`config.mk`:
```
export PLATFORM = sky130hd
export DESIGN_NAME = lzx_vote_collector
export DESIGN_NICKNAME = d
export VERILOG_FILES = /design/src/rtl/lzx_vote_collector.sv
export SDC_FILE = /design/constraint.sdc
export NUM_CORES = 1
export LEC_CHECK = 0
export CORE_MARGIN = 5
export CORE_UTILIZATION = 59
export CTS_BUF_LIST = sky130_fd_sc_hd__clkbuf_8
export DETAILED_ROUTE_END_ITERATION = 10
export DONT_BUFFER_PORTS = 1
export PLACE_DENSITY = 0.78
export SLEW_MARGIN = 10
export SYNTH_ARGS = -nofsm -noshare
export SYNTH_HDL_FRONTEND = slang
export SYNTH_SLANG_ARGS = --single-unit
```
`constraint.sdc`:
```
create_clock -name clk -period 1.8 [get_ports clk]
set_input_delay 0.18 -clock clk [delete_from_list [all_inputs] [get_ports clk]]
set_output_delay 0.18 -clock clk [all_outputs]
set_load 0.02 [all_outputs]
```
`src/rtl/lzx_vote_collector.sv`:
```
// lzx_vote_collector: debounced three-judge vote collection session front-end for the lzx_rulingtable.
// Optional build macro LZX_VOID_ON_TIMEOUT_EN: a window that expires without all three votes
// voids the session and raises void_flag alongside done.
module lzx_vote_collector #(
  parameter int DEB_CYCLES    = 4,
  parameter int WINDOW_CYCLES = 16,
  parameter int CNT_W         = 8
) (
  input  logic             clk,
  input  logic             rst,
  input  logic             start,
  input  logic             btn_a,
  input  logic             btn_b,
  input  logic             btn_c,
  output logic             A,
  output logic             B,
  output logic             C,
  input  logic             Y,
  output logic             busy,
  output logic             done,
  output logic             verdict,
  output logic [2:0]       voted,
  output logic [CNT_W-1:0] pass_cnt,
  output logic [CNT_W-1:0] fail_cnt
`ifdef LZX_VOID_ON_TIMEOUT_EN
  ,
  output logic             void_flag
`endif
);
  localparam int DW = $clog2(DEB_CYCLES + 1);
  localparam int WW = $clog2(WINDOW_CYCLES);
  typedef enum logic [1:0] {S_IDLE, S_COLLECT, S_EVAL, S_DONE} state_t;
  state_t state, state_nx;
  logic [2:0] sync1, sync2, press, voted_nx;
  logic [WW-1:0] win;
  logic close, void_close;
  // two-flop synchroniser for the raw asynchronous buttons
  always_ff @(posedge clk or posedge rst)
    if (rst) begin
      sync1 <= '0;
      sync2 <= '0;
    end else begin
      sync1 <= {btn_c, btn_b, btn_a};
      sync2 <= sync1;
    end
  for (genvar i = 0; i < 3; i++) begin : g_deb
    logic [DW-1:0] cnt;
    // run length of synced-high samples, saturating at DEB_CYCLES; any low sample restarts it
    always_ff @(posedge clk or posedge rst)
      if (rst) cnt <= '0;
      else cnt <= !sync2[i] ? '0 : (cnt == DW'(DEB_CYCLES) ? cnt : cnt + DW'(1));
    // the debounced level rises exactly on the sample that completes the run
    assign press[i] = sync2[i] && cnt == DW'(DEB_CYCLES - 1);
  end
  assign voted_nx = voted | press;
  assign close = state == S_COLLECT && (win == WW'(WINDOW_CYCLES - 1) || voted == 3'b111);
`ifdef LZX_VOID_ON_TIMEOUT_EN
  assign void_close = close && voted_nx != 3'b111;
`else
  assign void_close = 1'b0;
`endif
  assign busy = state == S_COLLECT || state == S_EVAL;
  assign done = state == S_DONE;
  // session state register
  always_ff @(posedge clk or posedge rst)
    if (rst) state <= S_IDLE;
    else state <= state_nx;
  // session sequencing: open on start, close on full vote or window expiry, one-cycle eval and done
  always_comb begin
    state_nx = state;
    case (state)
      S_IDLE:    state_nx = start ? S_COLLECT : S_IDLE;
      S_COLLECT: state_nx = close ? (void_close ? S_DONE : S_EVAL) : S_COLLECT;
      S_EVAL:    state_nx = S_DONE;
      default:   state_nx = S_IDLE;
    endcase
  end
  // vote collection, table drive, verdict capture and saturating tallies
  always_ff @(posedge clk or posedge rst)
    if (rst) begin
      win      <= '0;
      voted    <= '0;
      {C, B, A} <= '0;
      verdict  <= 1'b0;
      pass_cnt <= '0;
      fail_cnt <= '0;
    end else begin
      if (state == S_IDLE && start) begin
        voted <= '0;
        win   <= '0;
      end
      if (state == S_COLLECT) begin
        voted <= voted_nx;
        win   <= win + WW'(1);
      end
      if (close && !void_close) {C, B, A} <= voted_nx;
      if (state == S_EVAL) begin
        verdict <= Y;
        if (Y) pass_cnt <= &pass_cnt ? pass_cnt : pass_cnt + CNT_W'(1);
        else fail_cnt <= &fail_cnt ? fail_cnt : fail_cnt + CNT_W'(1);
      end
    end
`ifdef LZX_VOID_ON_TIMEOUT_EN
  // void marker is high only during the DONE cycle of a voided session
  always_ff @(posedge clk or posedge rst)
    if (rst) void_flag <= 1'b0;
    else void_flag <= void_close;
`endif
endmodule
```
==> flow_summary_export.csv <==
group,metric,value,unit
sta,rsz0062_at_grt,"false",
place,dp_cells,258,
floorplanning,rows,21,
global_route,grt_use_total,0.190,
sta,finClkSkew,0.00487,ns
floorplanning,die_w,69.5,µm
job,drv_cap,0,
power_and_ir_drop,ir_drop,0.879,mV
power_and_ir_drop,p_leak,1.16,nW
setup_path,crit_path_end_kind,"register",
detailed_routing,via_per_inst,5.65,
final_layout,syn2layout_area_growth,17.2,%
global_route,grt_pass1_vias,1625,
clocking,insertion_delay,0.30,ns
floorplanning,fp.dieArea,4820,µm²
sta,slew-limit-headroom,0.639,
setup_path,r2r_setup_slack,0.12,ns
final_layout,final_common_cell,"dfrtp_1",
clocking,cts_setup_buffers,0,
sta,fin_setup_tns,0,ns
detailed_routing,drt_iter0_drc,98,
place,port_buffers,0,
setup_path,max_stage_delay,0.42,ns
setup_path,crit_chain,"ha_1, nand3_1, or3_4, nand2_2, mux2_1",
floorplanning,start_util,0.615,
clocking,clock_sinks,44,
power_and_ir_drop,clock_power_share,0.235,
setup_path,required,1.98,ns
place,gp_congestion,0.861,
yosys,yosysSeqAreaShare,0.528,
sta,slew_violations,0,
clocking,cts_buffers,5,
clocking,hold_buffers,4,
floorplanning,die_h,69.5,µm
yosys,ys_ff_latch,44,
yosys,netlist_area,2090,µm²
setup_path,timing.rr.end,"fail_cnt[1]",
global_route,antenna_found_initial,0,
yosys,syn_inst,193,
power_and_ir_drop,p_sw_frac,0.359,
detailed_routing,remaining_drc_errors,0,
setup_path,reg2reg_depth,5,
detailed_routing,post_drt_wl_per_cell,15.3,µm
final_layout,diodes,0,
setup_path,critPathKind,"reg2reg",
yosys,synth_warnings,0,
setup_path,cp_max_fo,4,
setup_path,crit_slowest_cell,"or3_4",
sta,hold_viol,0,
power_and_ir_drop,power.switching,0.00116,W
clocking,clockBufferDepth,2,
clocking,cts_root_buf,"clkbuf_8",
final_layout,layout.nets,247,
sta,max_freq,594,MHz
final_layout,fin_cells,270,
setup_path,arrival,1.87,ns
detailed_routing,wirelength,4.13,mm
yosys,syn_area_per_cell,10.8,µm²
clocking,cts_tree,"done",
final_layout,final_cell_mix,"dfrtp_1 (44), nand2_1 (21), buf_4 (20)",
detailed_routing,via_count,1526,
detailed_routing,ant_nets,0,
place,preCtsSetupSlack,0.118,ns
sta,setup_ws,0.116,ns
floorplanning,ios,32,
setup_path,worstSetupPathDepth,5,
yosys,synth_nets,217,
setup_path,crit_family,"simple AND/OR/NAND/NOR gates",
clocking,htreeDepth,2,
power_and_ir_drop,internal-power,0.00207,W
floorplanning,coreArea,3390,µm²
sta,post-route-min-period,1.68,ns
global_route,grt_pass1_wl,7.34,mm
clocking,cts_resized,0,
setup_path,r2r_start,"fail_cnt[0]",
sta,fin_crit_sh,0.936,
worst_hold_path,min_path_type,"in2reg",
power_and_ir_drop,power.density,1320,nW/µm²
outcome,outcome,"complete, no violations",
global_route,gr-total-overflow,0,
power_and_ir_drop,pwr-share-comb,0.285,
clocking,clk_pin_slew,0.08,ns
sta,tightest_slew,0.542,ns
setup_path,worstSetupStartpoint,"fail_cnt[0]",
yosys,ys_types,33,
power_and_ir_drop,pwr-share-seq,0.479,
detailed_routing,drt-pass1-iter-count,4,
setup_path,critPathBufInv,0,
sta,setup_viol,0,
place,dpl.hpwl,3.05,mm
setup_path,critPathLaunchType,"register",
final_layout,drive_above_1_share,0.170,
global_route,grt_max_degree,45,
setup_path,endpoint,"fail_cnt[1]",
[cells in the mapped netlist]
master    instances  area share
dfrtp_1          44        0.53
nand2_1          21       0.038
ha_1             17        0.10
a21oi_1          14       0.034
inv_1            14       0.025
nor2_1           13       0.023
nand3_1           7       0.017
o21ai_0           7       0.017
a21boi_0          6       0.022
mux2_2            5       0.027
xnor2_1           5       0.021
a31oi_1           4       0.012
and2_1            3      0.0090
and4_1            3       0.013
mux2_1            3       0.016
mux2i_1           3       0.014
nand4_1           3      0.0090
nor3b_1           3       0.011
and3_1            2      0.0060
nand2b_1          2      0.0060
nor3_1            2      0.0048
a221oi_1          1      0.0042
and2b_2           1      0.0042
clkbuf_1          1      0.0018
nand2_2           1      0.0030
nand4_2           1      0.0060
nor2b_1           1      0.0030
nor3_2            1      0.0048
o211ai_1          1      0.0036
o21a_1            1      0.0036
o21ai_1           1      0.0024
o311ai_0          1      0.0042
or3_4             1      0.0054
[worst reg2reg max path: cells and delay by family (launching register included)]
family | cells | cell delay, ns
AND/OR/NAND/NOR | 3 | 0.69
multiplexers | 1 | 0.31
flip-flops | 1 | 0.37
adder cells (fa/ha/maj) | 1 | 0.21
[routing by layer]
layer	track usage	up-vias	routed length, µm
met3	0.0696	8	242
met2	0.345	32	2200
li1	-	733	-
met4	0.0672	0	72
met1	0.199	753	1610
met5	0	-	0
[registers in the layout (all words and copies together) (netlist names)]
| register | cells |
|---|---|
| state | 2 |
| C | 1 |
| sync2 | 3 |
| pass_cnt | 8 |
| B | 1 |
| sync1 | 3 |
| voted | 3 |
| g_deb.cnt | 9 |
| verdict | 1 |
| win | 4 |
| fail_cnt | 8 |
| A | 1 |
[worst min-delay path by stage]
stage | from | end | slack (ns) | depth (start not counted)
after global placement | btn_b | sync1[1] | 0.21 | 0
after global routing | Y | verdict | 0.02 | 1
final | Y | verdict | 0.03 | 1
after detailed placement | btn_b | sync1[1] | 0.21 | 0
after CTS | Y | verdict | 0.02 | 1
after floorplan | btn_a | sync1[0] | 0.21 | 0
[power by group through the flow]
stage / sequential [W] / combinational (W) / clock (W)
3_5_place_dp: 0.00157 / 0.000932 / 0
4_1_cts: 0.00155 / 0.000944 / 0.000779
5_1_grt: 0.00159 / 0.00109 / 0.000834
3_3_place_gp: 0.00154 / 0.000841 / 0
2_1_floorplan: 0.00156 / 0.000620 / 0
6_report: 0.00155 / 0.000923 / 0.000762
[kinds of logic after synthesis]
logic type	share of synthesized area
adder cells (fa/ha/maj)	0.102
multiplexers	0.0576
AO/OA/AOI/OAI	0.102
buffers and inverters	0.0270
AND/OR/NAND/NOR	0.163
XOR/XNOR	0.0210
flip-flops	0.528
[area by class of cell]
type	count	area, µm²
Fill cell	257	945
Sequential cell	44	1100
Clock inverter	3	46.3
Multi-Input combinational cell	134	928
Tap cell	46	57.6
Inverter	14	52.6
Clock buffer	5	68.8
Timing Repair Buffer	24	190
[through the flow]
step                      utilization  total power (W)  area [µm²]  hold slack [ns]
after floorplan                     -          0.00218        2090            0.211
after global placement          0.676          0.00238        2290            0.211
after detailed placement        0.676          0.00250        2290            0.211
after CTS                       0.721          0.00328        2440           0.0246
after global routing            0.721          0.00352        2440           0.0170
final                           0.721          0.00324        2440           0.0293
Note: power is estimated with default switching activity, not from simulation.
